**config.mk**
```make
export PLATFORM = sky130hd
export DESIGN_NAME = prog_loader
export DESIGN_NICKNAME = d
export VERILOG_FILES = /design/src/rtl/prog_loader_pkg.sv /design/src/rtl/prog_loader.sv
export SDC_FILE = /design/constraint.sdc
export NUM_CORES = 1
export LEC_CHECK = 0
export ABC_CLOCK_PERIOD_IN_PS = 6180
export CAP_MARGIN = 20
export CORE_ASPECT_RATIO = 0.7
export CORE_UTILIZATION = 54
export CTS_CLUSTER_SIZE = 28
export DETAILED_ROUTE_END_ITERATION = 8
export PLACE_DENSITY = 0.86
export SYNTH_ARGS = -nofsm -noshare
export SYNTH_HDL_FRONTEND = slang
export SYNTH_SLANG_ARGS = --single-unit
```
**constraint.sdc**
```tcl
create_clock -name clk -period 6.18 [get_ports clk]
set_clock_uncertainty 0.15 [all_clocks]
set_input_delay 1.236 -clock clk [delete_from_list [all_inputs] [get_ports clk]]
set_output_delay 1.236 -clock clk [all_outputs]
set_load 0.01 [all_outputs]
```
**src/rtl/prog_loader_pkg.sv**
```systemverilog
// Shared widths, write-enable pattern and state encoding for the program loader.
package prog_loader_pkg;
  localparam int ADDR_W  = 10;
  localparam int INSTR_W = 18;
  localparam logic [3:0] WE_INSTR = 4'b0011;

  typedef enum logic [2:0] {
    IDLE,
    B0,
    B1,
    B2,
    WRITE,
    CSUM,
    DONE,
    ERR
  } state_e;
endpackage

```
**src/rtl/prog_loader.sv**
```systemverilog
// Receives an 18-bit instruction image as 3 bytes per word plus a trailing checksum,
// writes it into program memory and holds the processor in reset until it verifies.
module prog_loader
  import prog_loader_pkg::*;
(
  input  logic               clk,
  input  logic               reset,
  input  logic               start,
  input  logic [ADDR_W-1:0]  word_count,
  input  logic [7:0]         rx_data,
  input  logic               rx_valid,
  output logic               rx_ready,
  input  logic [ADDR_W-1:0]  cpu_address,
  output logic [ADDR_W-1:0]  mem_addr,
  output logic [INSTR_W-1:0] mem_wdata,
  output logic [3:0]         mem_we,
  output logic               cpu_reset,
  output logic               busy,
  output logic               done,
  output logic               err
);

  state_e              state_q, state_d;
  logic [ADDR_W-1:0]   load_addr_q, load_addr_d;
  logic [ADDR_W-1:0]   last_q, last_d;
  logic [7:0]          sum_q, sum_d;
  logic [INSTR_W-1:0]  instr_q, instr_d;
  logic                rx_ready_q, busy_q, done_q, err_q, cpu_reset_q;
  logic [3:0]          mem_we_q;
  logic                fire;

  assign fire = rx_valid && rx_ready_q;

  always_comb begin
    state_d     = state_q;
    load_addr_d = load_addr_q;
    last_d      = last_q;
    sum_d       = sum_q;
    instr_d     = instr_q;
    case (state_q)
      IDLE, ERR: begin
        if (start) begin
          state_d     = B0;
          load_addr_d = '0;
          sum_d       = '0;
          last_d      = word_count;
        end
      end
      B0: begin
        if (fire) begin
          sum_d = sum_q + rx_data;
          if (rx_data[7:2] != 6'd0) begin
            state_d = ERR;
          end else begin
            instr_d[17:16] = rx_data[1:0];
            state_d        = B1;
          end
        end
      end
      B1: begin
        if (fire) begin
          sum_d         = sum_q + rx_data;
          instr_d[15:8] = rx_data;
          state_d       = B2;
        end
      end
      B2: begin
        if (fire) begin
          sum_d        = sum_q + rx_data;
          instr_d[7:0] = rx_data;
          state_d      = WRITE;
        end
      end
      WRITE: begin
        // last never exceeds 1023, so the increment cannot wrap inside a load
        if (load_addr_q == last_q) begin
          state_d = CSUM;
        end else begin
          load_addr_d = load_addr_q + 1'b1;
          state_d     = B0;
        end
      end
      CSUM: begin
        if (fire) begin
          state_d = (rx_data == sum_q) ? DONE : ERR;
        end
      end
      DONE:    state_d = IDLE;
      default: state_d = IDLE;
    endcase
  end

  // Outputs are decoded from the next state so they line up with the state they describe.
  always_ff @(posedge clk or posedge reset) begin
    if (reset) begin
      state_q     <= IDLE;
      load_addr_q <= '0;
      last_q      <= '0;
      sum_q       <= '0;
      instr_q     <= '0;
      rx_ready_q  <= 1'b0;
      busy_q      <= 1'b0;
      done_q      <= 1'b0;
      err_q       <= 1'b0;
      cpu_reset_q <= 1'b0;
      mem_we_q    <= 4'b0000;
    end else begin
      state_q     <= state_d;
      load_addr_q <= load_addr_d;
      last_q      <= last_d;
      sum_q       <= sum_d;
      instr_q     <= instr_d;
      rx_ready_q  <= (state_d inside {B0, B1, B2, CSUM});
      busy_q      <= (state_d inside {B0, B1, B2, WRITE, CSUM});
      done_q      <= (state_d == DONE);
      err_q       <= (state_d == ERR);
      cpu_reset_q <= !(state_d inside {IDLE, DONE});
      mem_we_q    <= (state_d == WRITE) ? WE_INSTR : 4'b0000;
    end
  end

  assign rx_ready  = rx_ready_q;
  assign busy      = busy_q;
  assign done      = done_q;
  assign err       = err_q;
  assign cpu_reset = cpu_reset_q;
  assign mem_we    = mem_we_q;
  assign mem_wdata = instr_q;
  assign mem_addr  = busy_q ? load_addr_q : cpu_address;

endmodule

```
======== Word level (Yosys, flattened, before mapping) ========
Index checks and enable logic that the tools add are counted.
word-level totals
  register bits ........................... 56
  input port bits ......................... 32
  output and inout bits ................... 37
  logic and storage cells ................. 70
operators by class
  add/sub/neg operators ................... 2
  equality and inequality tests ........... 19
  mux-type cells .......................... 17
  bitwise gates (word level) .............. 1
  reduce and logical (&&, ||, !) cells .... 18
operator list
  cell                                                                   count
  10-bit two-way mux                                                     3
  3-bit equality test, second input constant                             8
  3-bit two-way mux                                                      7
  3-bit case mux with 7 select lines                                     1
  10-bit case mux with 2 select lines                                    1
  8-bit two-way mux                                                      2
  8-bit case mux with 2 select lines                                     1
  3-bit by 2-bit equality test with 1-bit output, second input constant  4
  10-bit by 1-bit adder with 10-bit output, second input constant        1
  10-bit equality test                                                   1
  3-bit AND reduction                                                    3
  8-bit adder                                                            1
  8-bit equality test                                                    1
  3-bit by 1-bit equality test with 1-bit output, second input constant  2
  3-bit logical NOT                                                      2
  2-bit AND reduction                                                    3
  2-bit nonzero test                                                     3
  6-bit nonzero test                                                     1
  5-bit nonzero test                                                     1
  2-bit != test, second input constant                                   2
  4-bit nonzero test                                                     1
  3-bit OR reduction                                                     1
  2-bit two-way mux                                                      1
  2-bit by 1-bit != test with 1-bit output, second input constant        1
  other kinds (5)                                                        5

======== Longest topological paths before layout ========
  depth after elaboration ................. 7
  mapped depth ............................ 9
  depth with buffers taken out ............ 9

======== Worst setup path before layout ========
Ideal clock, no wire load.
  kind .................................... input port to flip-flop
  start point ............................. input port rx_data[6]
  end point ............................... register busy_q (netlist: busy)
  library setup time ...................... 124 ps
  arrival ................................. 2775 ps
  data required time ...................... 5906 ps
  path slack .............................. 3131 ps
  stages on the path ...................... 7
  cells stage by stage .................... ha_1 > or4b_2 > nor4_1 > a21o_1 > o32ai_2 > nor3_1 > a21oi_1
on the way
  longest elaborated chain between the ends .. 6
RTL lines
  item                                                                    RTL line                              text
  start: declaration                                                      prog_loader.sv:10                     input logic [7:0] rx_data,
  8-bit equality test / 6-bit nonzero test (equally long branches)        prog_loader.sv:85, prog_loader.sv:52
  1-bit two-way mux / 3-bit two-way mux (equally long branches)           prog_loader.sv:85, prog_loader.sv:52
  3-bit two-way mux, on equally long branches                             prog_loader.sv:84, prog_loader.sv:50
  3-bit case mux with 7 select lines (*)                                  prog_loader.sv:40                     case (state_q)
  via state_d[0]                                                          prog_loader.sv:23                     state_e state_q, state_d;
  3-bit by 1-bit equality test with 1-bit output (tied with other cells)  prog_loader.sv:114                    busy_q <= (state_d inside {B0, B1, B2, WRITE, CSUM});
  5-bit nonzero test (*)                                                  prog_loader.sv:114
  end signal: assignment                                                  prog_loader.sv:114
  end: declaration                                                        prog_loader.sv:28                     logic rx_ready_q, busy_q, done_q, err_q, cpu_reset_q;
The timed path passes the listed nets; every way through them passes the cells marked *.
A chain may end at the register's enable or synchronous reset.

======== Worst setup path in the final report ========
  start point ............................. input port cpu_address[5]
  end point ............................... output port mem_addr[5]
on the way
  longest elaborated chain between the ends .. 1
RTL lines
  item                RTL line            text
  start: declaration  prog_loader.sv:13   input logic [ADDR_W-1:0] cpu_address,
  10-bit two-way mux  prog_loader.sv:129  assign mem_addr = busy_q ? load_addr_q : cpu_address;
  end: declaration    prog_loader.sv:14   output logic [ADDR_W-1:0] mem_addr,
Every way passes these cells.

==> results.toml <==
[logic_synthesis]
post-synth-top-count-cell = "dfrtp_1"
avgSynthCellArea_um2 = 10.3
async_flop_share_pct = 100
netlist_area_um2 = 2900
synth_ff_type = "dfrtp_1"
synthTopCellsByArea = "dfrtp_1 (48%), mux2_2 (10%), xor2_1 (5.7%), nand2_1 (5.1%), ha_1 (3.5%)"
synth_seq_area_share_pct = 47.5
synth_commonest_cells = "dfrtp_1 (55), nand2_1 (39), mux2_2 (26), xor2_1 (19), nor2_1 (18)"
synth_top_area_share_pct = 47.5
ys_types = 45
synthCells = 280
ys_ff_latch = 55
synth_edf_count = 0
synth_top_cell_by_area = "dfrtp_1"
ys_warn_count = 0

[die]
placementRows = 21
io_pins = 69
die_area_um2 = 5670
start_util_pct = 58.3
die_h_um = 63.3
die_w_um = 89.5
core_um2 = 4970

[power_and_ir_drop]
switching_share_pct = 37.7
p_total_w = 0.00150
p_seq_share_pct = 40.4
clkPwrFrac_pct = 12.6
combPwrFrac_pct = 47.0
leakagePower_nw = 1.70
p_sw_w = 0.000564
powerDensity_nw_per_um2 = 409
peakVddDrop_v = 0.000252
intPower_w = 0.000933

[cts]
post-cts-setup-buffer-count = 0
cts_sinks = 55
cts_tree = "yes"
cts-root-buf = "clkbuf_8"
clk_latency_ns = 0.30
cts.clk_slew.worst_paths_ns = 0.09
h-tree-depth = 2
ctsHoldBuffers = 0
max-clock-path-buffers = 2
post_cts_resized = 0
cts_made_buffers = 5

[critical_path]
end_kind = "output pin"
critPathSlowestCell = "clkdlybuf4s50_1"
crit_chain = "clkdlybuf4s50_1 -> mux2_2 -> clkdlybuf4s50_1"
worst_ep_required_time_ns = 4.79
critical_path_class = "input port to output pin"
crit_end = "mem_addr[5]"
r2r-end = "load_addr_q[9]"
max_stage_delay_ns = 0.48
rr_startpoint = "state_q[1]"
r2r_slack_ns = 3.69
rr_worst_depth = 6
critPathMaxFanout = 1
start_kind = "input port"
worstPathArrival_ns = 2.38
startpoint = "cpu_address[5]"
crit_path_frequent_cell = "clkdlybuf4s50_1"

[timing]
rsz0062_at_grt = "no"
setup_tns_ns = 0
worstMarginPinSlew_ns = 1.03
finalCriticalPeriod_ns = 3.76
whs_ns = 0.340
fin_crit_sh_pct = 60.9
setup-violations-final = 0
timing_hold_violations_final = 0
timing.final.ws_setup_ns = 2.42
slew_headroom_pct = 31.2
slew_viol_final = 0
fmax_ghz = 0.266

[detailed_routing]
dr.pass1.iters = 4
via_per_inst = 5.61
vias = 2295
routed_wl_mm = 6.10
drcViolationCount = 0
dr.first_iter.drc_count = 253
wl_per_cell_um = 14.9
postRouteAntennaNets = 0

[layout]
multi_input_comb_area_um2 = 1390
finish.utilization_pct = 73.7
n_antenna_cell = 0
drive_above_1_share_pct = 11.8
ff_latch_area_um2 = 1380
fillers = 362
syn2layout_area_growth_pct = 26.3
layout.nets = 380

[grt]
grt_usage_pct = 23.1
first_global_vias = 2082
grt_max_degree = 31
overflow = 0
antenna_found_initial = 0
grt_pass1_wl_mm = 9.87

[placement]
place_ws_ns = 2.40
dp_hpwl_mm = 4.50
globalplace.congestion = 0.839
port_buffers = 66

[status]
outcome = "complete, no violations"

[worst_hold_path]
min_path_type = "register to register"

[job]
drv_cap = 0
[cell type report]
| cell class | count | share of cell area, % |
|---|---|---|
| clock inverters | 2 | 0.342 |
| repair buffers | 68 | 18.8 |
| multi-input cells | 199 | 37.9 |
| flip-flops and latches | 55 | 37.6 |
| well taps | 69 | 2.36 |
| clock buffers | 6 | 1.98 |
| inverters | 10 | 1.03 |
[sequential cells by signal (all words and copies together), names as in the netlist]
name / cells
state_q: 3
mem_wdata: 18
last_q: 10
busy: 1
cpu_reset: 1
rx_ready: 1
load_addr_q: 10
done: 1
sum_q: 8
err: 1
mem_we: 1
[how the worst min path moves through the flow]
stage,endpoint,cells after the start,start
3_5_place_dp,mem_wdata[1],2,mem_wdata[1]
4_1_cts,mem_wdata[1],2,mem_wdata[1]
2_1_floorplan,last_q[0],2,last_q[0]
6_report,mem_wdata[1],2,mem_wdata[1]
3_3_place_gp,mem_wdata[17],2,mem_wdata[17]
5_1_grt,last_q[0],2,last_q[0]
[cells by family after synthesis]
group / count (synthesis) / share of synthesized area (%)
adder cells (fa/ha/maj): 9 / 4.15
buffers and inverters: 27 / 4.75
AO/OA/AOI/OAI: 40 / 9.37
multiplexers: 27 / 10.5
other: 1 / 0.129
flip-flops: 55 / 47.5
AND/OR/NAND/NOR: 98 / 16.6
XOR/XNOR: 23 / 6.95
[cell usage in the layout (no fill, tap or decap), types with 3 or more instances in the layout]
cell type        Yosys  routed
xor2_1              19      19
inv_1               10       9
a21oi_1              4       4
mux2_2              26      26
nand3_1             11      11
clkdlybuf4s50_1      0      66
o21ai_0             12      12
o21a_1               3       3
clkbuf_8             0       5
nor3_1               4       4
a21o_1               4       4
o31ai_1              4       4
xnor2_1              4       4
ha_1                 8       8
and3_1               6       6
dfrtp_1             55      55
nand2_1             39      39
nor2_1              18      18
nand4_1              8       8
nor4_1               3       3
[critical path: cells and delay by family]
kind / cells / cell delay, ns
buffers and inverters: 2 / 0.88
muxes: 1 / 0.26
[power by group through the flow]
| stage | combinational (W) | clock, W | sequential [W] |
|---|---|---|---|
| after global placement | 0.000670 | 0 | 0.000603 |
| after CTS | 0.000702 | 0.000191 | 0.000603 |
| after detailed placement | 0.000698 | 0 | 0.000607 |
| after floorplan | 0.000464 | 0 | 0.000589 |
| after global routing | 0.000773 | 0.000210 | 0.000623 |
| final | 0.000703 | 0.000189 | 0.000606 |
[layer usage]
metal | part of all wire (%) | track usage (%) | routed length (um)
met5 | 0 | 0 | 0
met4 | 0.28 | 4.76 | 17
met3 | 7.8 | 3.80 | 478
met2 | 43 | 34.9 | 2620
met1 | 49 | 35.1 | 2990
[metrics by stage]
stage | instance area (um2) | std cells
global route | 3660 | 409
CTS | 3650 | 408
floorplan | 2900 | 281
global placement | 3550 | 399
detailed placement | 3570 | 400
finish | 3660 | 409
Power figures use the tool's default switching activity.
